===== config.mk =====
export PLATFORM = sky130hd
export DESIGN_NAME = gyropoint_gen
export DESIGN_NICKNAME = d
export VERILOG_FILES = /design/src/rtl/gyropoint_gen.sv
export SDC_FILE = /design/constraint.sdc
export NUM_CORES = 1
export LEC_CHECK = 0
export CAP_MARGIN = 20
export CORE_MARGIN = 1.5
export CORE_UTILIZATION = 29
export CTS_CLUSTER_DIAMETER = 200
export DETAILED_ROUTE_END_ITERATION = 7
export GPL_ROUTABILITY_DRIVEN = 0
export PLACE_DENSITY = 0.63
export SETUP_SLACK_MARGIN = 0.4
export SYNTH_ARGS = -nofsm -noshare
export SYNTH_HDL_FRONTEND = slang
export SYNTH_SLANG_ARGS = --single-unit

===== constraint.sdc =====
create_clock -name clk -period 6.8 [get_ports clk]
set_input_delay 2.04 -clock clk [delete_from_list [all_inputs] [get_ports clk]]
set_output_delay 2.04 -clock clk [all_outputs]
set_load 0.01 [all_outputs]

===== src/rtl/gyropoint_gen.sv =====
// gyropoint_gen: gyroaveraging ring-point generator (N_GYRO points per particle, LANES per beat).
// Define GYROPOINT_CLAMP_EN for clamped (non-periodic) boundaries; the default build wraps modulo 2^PWIDTH.
module gyropoint_gen #(
  parameter int PWIDTH        = 16,
  parameter int RWIDTH        = 16,
  parameter int N_GYRO        = 4,
  parameter int LANES         = 4,
  parameter int NUM_PARTICLES = 16384,
  parameter int CNT_W         = $clog2(NUM_PARTICLES + 1)
) (
  input  logic                            clk,
  input  logic                            rst,
  input  logic                            clear,
  input  logic                            in_valid,
  output logic                            in_ready,
  input  logic [PWIDTH-1:0]               in_y,
  input  logic [PWIDTH-1:0]               in_x,
  input  logic [RWIDTH-1:0]               in_radius,
  output logic                            out_valid,
  input  logic                            out_ready,
  output logic [LANES*PWIDTH-1:0]         out_y,
  output logic [LANES*PWIDTH-1:0]         out_x,
  output logic [$clog2(N_GYRO/LANES):0]   out_beat,
  output logic                            out_last,
  output logic                            done
);

  localparam int NBEATS = N_GYRO / LANES;
  localparam int BW     = $clog2(NBEATS) + 1;
  localparam int EW     = PWIDTH + 1;
  localparam int MW     = RWIDTH + 17;
  localparam logic [CNT_W-1:0] LAST_CNT  = CNT_W'(NUM_PARTICLES - 1);
  localparam logic [BW-1:0]    LAST_BEAT = BW'(NBEATS - 1);

  typedef enum logic [1:0] {IDLE, EMIT, DONE} state_t;

  state_t            state, state_n;
  logic [PWIDTH-1:0] y_q, x_q;
  logic [RWIDTH-1:0] r_q, d_q, d_next;
  logic [MW-1:0]     d_prod;
  logic [BW-1:0]     beat_q;
  logic [CNT_W-1:0]  count;
  logic              done_q;
  logic              in_hs, last_hs, final_hs;

  assign out_valid = (state == EMIT);
  assign out_last  = out_valid && (beat_q == LAST_BEAT);
  assign out_beat  = beat_q;
  assign done      = done_q;
  assign last_hs   = out_valid && out_ready && out_last;
  assign final_hs  = last_hs && (count == LAST_CNT);

  // Diagonal offset r*cos(45deg), rounded; 46341/65536 ~= 1/sqrt(2).
  always_comb begin
    d_prod = MW'(in_radius) * MW'(46341) + MW'(32768);
    d_next = (N_GYRO == 8) ? RWIDTH'(d_prod >> 16) : '0;
  end

  function automatic logic [PWIDTH-1:0] step(input logic [PWIDTH-1:0] base,
                                             input logic [RWIDTH-1:0] off,
                                             input logic              sub);
    logic [EW-1:0] res;
    res = sub ? ({1'b0, base} - EW'(off)) : ({1'b0, base} + EW'(off));
`ifdef GYROPOINT_CLAMP_EN
    if (res[PWIDTH]) return sub ? '0 : '1;
`endif
    return PWIDTH'(res);
  endfunction

  // Octant index: a 4-point ring uses every second octant of the 8-point ring.
  always_comb begin
    int unsigned       k;
    int unsigned       oct;
    logic [PWIDTH-1:0] py, px;
    out_y = '0;
    out_x = '0;
    for (int unsigned j = 0; j < LANES; j++) begin
      k   = 32'(beat_q) * LANES + j;
      oct = (N_GYRO == 8) ? (k % 8) : ((2 * k) % 8);
      py  = y_q;
      px  = x_q;
      case (oct)
        0: px = step(x_q, r_q, 1'b0);
        1: begin py = step(y_q, d_q, 1'b0); px = step(x_q, d_q, 1'b0); end
        2: py = step(y_q, r_q, 1'b0);
        3: begin py = step(y_q, d_q, 1'b0); px = step(x_q, d_q, 1'b1); end
        4: px = step(x_q, r_q, 1'b1);
        5: begin py = step(y_q, d_q, 1'b1); px = step(x_q, d_q, 1'b1); end
        6: py = step(y_q, r_q, 1'b1);
        default: begin py = step(y_q, d_q, 1'b1); px = step(x_q, d_q, 1'b0); end
      endcase
      if (state == EMIT) begin
        out_y[j*PWIDTH +: PWIDTH] = py;
        out_x[j*PWIDTH +: PWIDTH] = px;
      end
    end
  end

  always_ff @(posedge clk or posedge rst) begin
    if (rst) state <= IDLE;
    else     state <= state_n;
  end

  // in_ready in EMIT is combinational from out_ready so back-to-back particles have no bubble.
  always_comb begin
    state_n  = state;
    in_ready = 1'b0;
    in_hs    = 1'b0;
    case (state)
      IDLE:    in_ready = 1'b1;
      EMIT:    in_ready = last_hs && (count != LAST_CNT);
      default: in_ready = 1'b0;
    endcase
    in_ready = in_ready && !rst;
    in_hs    = in_valid && in_ready;
    case (state)
      IDLE: if (in_hs) state_n = EMIT;
      EMIT: begin
        if (last_hs) begin
          if (final_hs && !clear) state_n = DONE;
          else if (in_hs)         state_n = EMIT;
          else                    state_n = IDLE;
        end
      end
      DONE:    if (clear) state_n = IDLE;
      default: state_n = IDLE;
    endcase
  end

  always_ff @(posedge clk or posedge rst) begin
    if (rst) begin
      y_q    <= '0;
      x_q    <= '0;
      r_q    <= '0;
      d_q    <= '0;
      beat_q <= '0;
    end else begin
      if (in_hs) begin
        y_q <= in_y;
        x_q <= in_x;
        r_q <= in_radius;
        d_q <= d_next;
      end
      if (out_valid && out_ready)
        beat_q <= out_last ? '0 : beat_q + BW'(1);
    end
  end

  always_ff @(posedge clk or posedge rst) begin
    if (rst) begin
      count  <= '0;
      done_q <= 1'b0;
    end else if (clear) begin
      count  <= '0;
      done_q <= 1'b0;
    end else begin
      if (last_hs)  count  <= count + CNT_W'(1);
      if (final_hs) done_q <= 1'b1;
    end
  end

endmodule


==> results of run 1 <==
-- synth_stat cells (15+ instances only) --
library cell	count
o21ai_0	34
nand2_1	43
a21oi_1	56
buf_4	34
mux2i_1	20
mux2_2	28
ha_1	61
inv_1	50
nor3_1	20
nor2_1	63
and2_1	37
mux2_4	20
nand2b_1	18
or3_1	15
clkbuf_1	21
dfrtp_1	67
xnor2_1	18
-- registers in the layout (all words and copies together) (netlist names) --
| signal | flops |
|---|---|
| r_q | 16 |
| out_beat | 1 |
| state | 2 |
| count | 15 |
| y_q | 16 |
| x_q | 16 |
| done | 1 |
-- report_power, final --
part	switching, W	total [W]	internal (W)
sequential	0.000123	0.000604	0.000482
clock	0.000205	0.000453	0.000249
combinational	0.00133	0.00264	0.00131
-- cells by family after synthesis --
group | synth area share, %
fa+ha+maj | 13.00
mux | 12.58
xor+xnor | 4.052
buf+inv | 9.242
simple gates | 19.64
flops | 25.85
compound gates | 15.63
-- path summary, 6_finish.rpt --
check | cells after the start | to | slack (ns)
worst max-delay path | 9 | out_x[44] | 1.12
worst min-delay path | 2 | done$_DFFE_PP0P_ | 0.55
worst max register to register | 7 | x_q[9]$_DFFE_PP0P_ | 3.94
worst min register to register | 2 | done$_DFFE_PP0P_ | 0.55
max in group asynchronous | 3 | y_q[8]$_DFFE_PP0P_ | 3.85
min in group asynchronous | 3 | state[1]$_DFFE_PP0P_ | 2.34
-- per-stage QoR --
step,worst slack (ns),power (W),cells,util [%],hold WS (ns)
2_1_floorplan,2.162,0.002213,757,-,0.5051
3_3_place_gp,1.187,0.003228,1158,37.94,0.5259
3_5_place_dp,1.184,0.003247,1158,37.94,0.5381
4_1_cts,1.053,0.003728,1174,39.20,0.5515
5_1_grt,0.6797,0.003992,1174,39.20,0.5670
6_report,1.118,0.003693,1174,39.20,0.5464
-- worst reg2reg max path: cells and delay by family, from the launching register on --
family,cells,cell delay [ns]
AOI/OAI and AO/OA,1,0.23
buffers and inverters,1,0.55
DFF,1,0.43
muxes,1,0.45
and+or+nand+nor,4,1.09
-- per-layer routing --
metal / vias up / global-route usage, % / share of wire (%)
li1: 2859 / - / -
met1: 2755 / 21.67 / 46
met2: 133 / 27.21 / 47
met3: 23 / 3.697 / 5.1
met4: 0 / 6.364 / 2.3
met5: - / 0 / 0
-- cell type report --
class	instances	area, µm²	share of cell area, %
Clock buffer	9	225.2	2.624
Clock inverter	7	51.30	0.5978
Inverter	50	187.7	2.187
Multi-Input combinational cell	573	4217	49.13
Sequential cell	67	1677	19.54
Tap cell	280	350.3	4.082
Timing Repair Buffer	188	1874	21.84
==> impl_metrics.ini, run 1 <==
[sta]
maxSlewHeadroom_pct = 38.26
fin_tns_setup_ns = 0
fmax_ghz = 0.1760
hold_violations = 0
period_share_pct = 83.55
slew_violations = 0
layout_min_cycle_time_ns = 5.682
max_slew.worst_pin.slew_ns = 0.9261
fin_worst_skew_ns = 0.007407
rsz0062_at_grt = no
setup_violations = 0

[grt]
grt_pass1_wl_um = 30790
gr-total-overflow = 0
grt_usage_pct = 16.74
grt_start_max_net_pins = 68
antenna_found_initial = 0
grt_pass1_vias = 5626

[clock_network]
cts_tree = built
hold_buffers = 0
clockRootBuffer = clkbuf_16
htree_levels = 3
cts_resized = 0
clk_path_buf_depth = 2
worstSkewPairLatency_ns = 0.35
post_cts_buffers = 0
clock_sinks = 67
path_clk_slew_ns = 0.06
cts_buffers = 9

[yosys]
ys_seq_elements = 67
yosysWarnings = 0
synth.avg_cell_area_um2 = 8.567
netlist-cell-type-count = 57
netlist.area_leader.share_pct = 25.85
synth_edf_count = 0
synth_top_cell_by_area = dfrtp_1
synth_cells = 757
synth_nets = 875
syn_area_um2 = 6485
synth_area_leaders = dfrtp_1 (26%), ha_1 (12%), mux2_2 (4.9%)
ys_seq_area_share_pct = 25.85
async_flop_share_pct = 100.0
synthFlopType = dfrtp_1

[worst_setup_path]
path_cells = inv_1 -> fa_1 -> a21oi_1 -> o31ai_1 -> nor4_1 -> nor3_1 -> a311oi_1 -> mux2i_1 -> clkdlybuf4s50_1
worst_path_largest_cell_delay_ns = 0.57
crit_required_ns = 4.76
path_max_fanout = 6
critPathKind = flop to output port
crit_buf_inv = 2
cp-startpoint = r_q[1]$_DFFE_PP0P_
slowest_stage = clkdlybuf4s50_1
end_kind = output port
cpLargestDelayFamily = buffers and inverters
crit_path_start_kind = flop
rr_startpoint = count[4]$_DFFE_PP0P_
cp_data_arrival_time_ns = 3.64

[final_layout]
synthToLayoutAreaGrowth_pct = 32.34
nNetsFinal = 1007
final_common_cell = clkdlybuf4s50_1
final_area_um2 = 8582
layout_common_cells = clkdlybuf4s50_1 (185), dfrtp_1 (67), nor2_1 (63)
drive_gt1_share_pct = 8.725
fillers = 2244
antenna_cells = 0

[placed_design]
portBuffers = 185
dp_hpwl_um = 14980
placed_area_um2 = 8305

[floorplan]
start_util_pct = 29.62
die_area_um2 = 23270
die_w_um = 152.5
io_pins = 186
num_rows = 54
core_um2 = 21890
die_h_um = 152.5

[drt]
drt-initial-drc-count = 182
drcViolationCount = 0
vias = 5770
routed_wl_um = 19370
drt_pass1_iterations = 4
antenna_left = 0
viasPerCell = 4.915
wl_per_cell_um = 16.50

[pwr]
power.density_nw_per_um2 = 430.3
vdd_drop_max_mv = 0.1624
p_leak_nw = 3.672

[job]
drv_cap = 0

[status]
status = completed

[worst_hold_path]
hold_class = flop to flop
hold_start = done$_DFFE_PP0P_
No activity file was read; power rests on OpenSTA's default activity.
==> run 2: changes to the inputs <==
==> constraint.sdc (replaced) <==
create_clock -name clk -period 5.9 [get_ports clk]
set_input_delay 1.77 -clock clk [delete_from_list [all_inputs] [get_ports clk]]
set_output_delay 1.77 -clock clk [all_outputs]
set_load 0.01 [all_outputs]
==> impl_metrics.ini, run 2 (same netlist as run 1, synthesis figures left out) <==
[sta]
max_slew.worst_pin.slew_ns = 0.6697
rsz0062_at_grt = no
fin_tns_setup_ns = 0
setup_violations = 0
period_share_pct = 88.93
fmax_ghz = 0.1906
maxSlewHeadroom_pct = 55.29
layout_min_cycle_time_ns = 5.247
slew_violations = 0
hold_violations = 0
fin_worst_skew_ns = 0.008525

[pwr]
clockPowerShare_pct = 12.3
power.density_nw_per_um2 = 494.6
swShare_pct = 44.71
switchingPower_w = 0.001912
p_leak_nw = 3.688
vdd_drop_max_mv = 0.1515
p_seq_share_pct = 16.3
combPwrFrac_pct = 71.4
internal_power_w = 0.002364

[drt]
vias = 5828
drt-initial-drc-count = 196
viasPerCell = 4.952
drcViolationCount = 0
wl_per_cell_um = 16.51
drt_pass1_iterations = 4
antenna_left = 0
routed_wl_um = 19440

[grt]
gr-total-overflow = 0
use_met3_pct = 4.323
grt_pass1_wl_um = 30720
grt_usage_pct = 16.69
grtUsageMet2_pct = 27.30
busiest_layer = met2
antenna_found_initial = 1
grt_start_max_net_pins = 47
met1_usage_pct = 21.75
grt_pass1_vias = 5718

[worst_setup_path]
crit_required_ns = 4.13
cp_data_arrival_time_ns = 3.48
crit_path_start_kind = flop
worst_path_largest_cell_delay_ns = 0.57
path_cells = inv_1 -> fa_1 -> a21oi_1 -> o31ai_1 -> nor4_2 -> nor3_1 -> a311oi_1 -> mux2i_1 -> clkdlybuf4s50_1
slowest_stage = clkdlybuf4s50_1
critPathKind = flop to output port
path_max_fanout = 6
r2r_cells = 7
end_kind = output port

[floorplan]
io_pins = 186
die_h_um = 152.5
num_rows = 54
start_util_pct = 29.62
die_area_um2 = 23270
die_w_um = 152.5
core_um2 = 21890

[placed_design]
portBuffers = 185
dp_hpwl_um = 15200
placed_area_um2 = 8325

[clock_network]
path_clk_slew_ns = 0.07
cts_buffers = 9
cts_tree = built
clockRootBuffer = clkbuf_16
clk_path_buf_depth = 2
worstSkewPairLatency_ns = 0.35
clock_sinks = 67
post_cts_buffers = 0
htree_levels = 3

[final_layout]
final_area_um2 = 8646
fillers = 2240
largestRegisters = r_q x16, x_q x16, y_q x16
final_common_cell = clkdlybuf4s50_1
drive_gt1_share_pct = 9.375
layout_common_cells = clkdlybuf4s50_1 (185), dfrtp_1 (67), nor2_1 (63)
synthToLayoutAreaGrowth_pct = 33.32
nNetsFinal = 1009

[worst_hold_path]
hold_class = flop to flop
hold_depth = 2

[status]
status = completed

[job]
drv_cap = 0
## run 2: area by class of cell
cell class                      instances  area [µm²]  area share, %
Tap cell                              280       350.3          4.052
Timing Repair Buffer                  190        1914          22.14
Clock buffer                            9       225.2          2.605
Antenna cell                            1       2.502        0.02894
Inverter                               50       187.7          2.171
Clock inverter                          7       51.30         0.5933
Sequential cell                        67        1677          19.39
Multi-Input combinational cell        573        4238          49.02
## run 2: per-layer routing
metal,up-vias,wire (µm)
met1,2801,8801
met2,145,9103
met5,-,0
met3,17,1237
met4,0,296
li1,2865,-
## run 2: critical path, delay by kind of cell, from the launching register on
| family | cells | cell delay, ns |
|---|---|---|
| AO/OA/AOI/OAI | 3 | 0.77 |
| adder cells (fa/ha/maj) | 1 | 0.46 |
| buffers and inverters | 2 | 0.76 |
| flip-flops | 1 | 0.48 |
| multiplexers | 1 | 0.22 |
| AND/OR/NAND/NOR | 2 | 0.43 |
## run 2: final timing paths
check                      slack (ns)                  end            startpoint
setup / recovery                 0.65            out_x[44]    r_q[1]$_DFFE_PP0P_
hold / removal                   0.54     done$_DFFE_PP0P_      done$_DFFE_PP0P_
setup reg to reg                 3.30   x_q[9]$_DFFE_PP0P_  count[5]$_DFFE_PP0P_
hold reg to reg                  0.54     done$_DFFE_PP0P_      done$_DFFE_PP0P_
max in group asynchronous        3.20   y_q[7]$_DFFE_PP0P_                   rst
min in group asynchronous        1.80  x_q[15]$_DFFE_PP0P_                   rst
## run 2: power groups by stage
| stage | combinational (W) | clock (W) | sequential [W] |
|---|---|---|---|
| CTS | 0.00306 | 0.000542 | 0.000696 |
| floorplan | 0.00190 | 0 | 0.000647 |
| finish | 0.00306 | 0.000525 | 0.000696 |
| detailed placement | 0.00305 | 0 | 0.000703 |
| global route | 0.00336 | 0.000557 | 0.000714 |
| global placement | 0.00304 | 0 | 0.000697 |
## run 2: what timing repair did
item                       4_1_cts  5_1_grt
setup endpoints to repair        0        5
gates resized for setup          0        4
hold buffers                     0        0
## run 2: per-stage QoR
step / utilization [%] / hold WS, ns / total power, W / worst slack (ns) / cells
after global routing: 39.49 / 0.5724 / 0.004629 / 0.4246 / 1177
final: 39.49 / 0.5355 / 0.004276 / 0.6531 / 1177
after floorplan: - / 0.5051 / 0.002550 / 1.741 / 757
after CTS: 39.29 / 0.5472 / 0.004302 / 0.4620 / 1175
after detailed placement: 38.03 / 0.5312 / 0.003750 / 0.8200 / 1159
after global placement: 38.03 / 0.5253 / 0.003733 / 0.8321 / 1159
==> run 3: changes to the inputs <==
--- a/config.mk
+++ b/config.mk
@@ -5,7 +5,6 @@
 export SDC_FILE = /design/constraint.sdc
 export NUM_CORES = 1
 export LEC_CHECK = 0
-export CAP_MARGIN = 20
 export CORE_MARGIN = 1.5
 export CORE_UTILIZATION = 29
 export CTS_CLUSTER_DIAMETER = 200
==> impl_metrics.ini, run 3 (same netlist as run 1, synthesis figures left out) <==
[status]
status = completed

[sta]
layout_min_cycle_time_ns = 5.259
maxSlewHeadroom_pct = 29.78
fmax_ghz = 0.1902
slew_violations = 0
rsz0062_at_grt = no
fin_tns_setup_ns = 0
hold_violations = 0
period_share_pct = 89.13
max_slew.worst_pin.slew_ns = 1.052
setup_violations = 0
fin_worst_skew_ns = 0.007343

[worst_setup_path]
cp_data_arrival_time_ns = 3.49
r2r_cells = 7
path_max_fanout = 6
slowest_stage = clkdlybuf4s50_1
end_kind = output port
crit_path_start_kind = flop
cp-startpoint = r_q[1]$_DFFE_PP0P_
reg2reg_slack_ns = 3.27
path_cells = inv_1 -> ha_1 -> nor2b_1 -> o31a_1 -> o31ai_2 -> a211oi_2 -> o2bb2ai_1 -> a311oi_1 -> clkdlybuf4s50_1
worst_path_largest_cell_delay_ns = 0.63
critPathKind = flop to output port
rr_startpoint = count[5]$_DFFE_PP0P_
crit_required_ns = 4.13
r2r_end = x_q[9]$_DFFE_PP0P_
crit_end = out_y[63]

[final_layout]
nNetsFinal = 1008
final_common_cell = clkdlybuf4s50_1
layout_common_cells = clkdlybuf4s50_1 (185), dfrtp_1 (67), nor2_1 (63)
fillers = 2242
finalNonFillerCells = 1176
synthToLayoutAreaGrowth_pct = 33.01
largestRegisters = r_q x16, x_q x16, y_q x16
drive_gt1_share_pct = 9.274

[drt]
wl_per_cell_um = 16.55
drt-initial-drc-count = 194
vias = 5827
viasPerCell = 4.955
drt_pass1_iterations = 4
antenna_left = 0
drcViolationCount = 0
routed_wl_um = 19460

[pwr]
p_leak_nw = 3.679
total_power_w = 0.004281
power.density_nw_per_um2 = 496.3
vdd_drop_max_mv = 0.1523

[clock_network]
cts_tree = built
clk_path_buf_depth = 2
cts_buffers = 9
path_clk_slew_ns = 0.07
worstSkewPairLatency_ns = 0.34
clockRootBuffer = clkbuf_16
post_cts_buffers = 0
htree_levels = 3
clock_sinks = 67

[floorplan]
die_h_um = 152.5
die_area_um2 = 23270
core_um2 = 21890
die_w_um = 152.5
start_util_pct = 29.62
num_rows = 54
io_pins = 186

[placed_design]
portBuffers = 185
placedCellCount = 1159
dp_hpwl_um = 15200

[grt]
gr-total-overflow = 0
grt_pass1_vias = 5718
antenna_found_initial = 1
grt_start_max_net_pins = 47
grt_usage_pct = 16.69
grt_pass1_wl_um = 30720

[worst_hold_path]
hold_class = flop to flop

[job]
drv_cap = 0
run 3: changes by cell type in the layout (fill, tap and decap cells not counted), sizes merged:
cell,delta
buf,-1
run 3: layout make-up:
| type | count | area, µm² | share of cell area (%) |
|---|---|---|---|
| Antenna cell | 1 | 2.502 | 0.02901 |
| Clock buffer | 9 | 225.2 | 2.611 |
| Clock inverter | 7 | 51.30 | 0.5947 |
| Inverter | 50 | 187.7 | 2.176 |
| Multi-Input combinational cell | 573 | 4238 | 49.13 |
| Sequential cell | 67 | 1677 | 19.44 |
| Tap cell | 280 | 350.3 | 4.062 |
| Timing Repair Buffer | 189 | 1894 | 21.96 |
run 3: worst max-delay path, delay by kind of cell, from the launching register on:
kind	cells	cell delay (ns)
simple gates	1	0.15
fa+ha+maj	1	0.33
flops	1	0.48
compound gates	5	1.35
buf+inv	2	0.82
run 3: worst min path at each step:
stage | cells after the start | endpoint | start
after CTS | 2 | done$_DFFE_PP0P_ | done$_DFFE_PP0P_
final | 2 | done$_DFFE_PP0P_ | done$_DFFE_PP0P_
after detailed placement | 2 | done$_DFFE_PP0P_ | done$_DFFE_PP0P_
after global placement | 1 | y_q[0]$_DFFE_PP0P_ | y_q[0]$_DFFE_PP0P_
after global routing | 2 | count[1]$_DFFE_PP0P_ | count[1]$_DFFE_PP0P_
after floorplan | 2 | count[10]$_DFFE_PP0P_ | count[10]$_DFFE_PP0P_
run 3: per-stage QoR:
step	worst slack (ns)	util, %	area, µm²	hold slack, ns
2_1_floorplan	1.741	-	6485	0.5051
3_3_place_gp	0.8321	38.03	8325	0.5253
3_5_place_dp	0.8200	38.03	8325	0.5312
4_1_cts	0.4620	39.29	8602	0.5472
5_1_grt	0.4246	39.40	8626	0.5724
6_report	0.6413	39.40	8626	0.5413
run 3: layer usage:
layer  routed length (µm)  track usage, %  vias to the layer above  part of all wire [%]
li1                     -               -                     2864                     -
met1                 8890           21.75                     2798                    46
met2                 9039           27.30                      148                    46
met3                 1237           4.323                       17                   6.4
met4                  295           4.625                        0                   1.5
met5                    0               0                        -                     0
run 3: where the power goes:
group | leakage, nW | total (W) | internal [W] | switching [W]
Clock | 0.133 | 0.000524 | 0.000288 | 0.000237
Combinational | 2.72 | 0.00306 | 0.00152 | 0.00154
Sequential | 0.826 | 0.000696 | 0.000555 | 0.000141
Total | 3.68 | 0.00428 | 0.00236 | 0.00192
run 3: repair_timing:
item                                   4_1_cts  5_1_grt
setup endpoints to repair                    0        5
endpoints found under the hold margin        0        0
gates resized for setup                      0        4
hold buffers                                 0        0
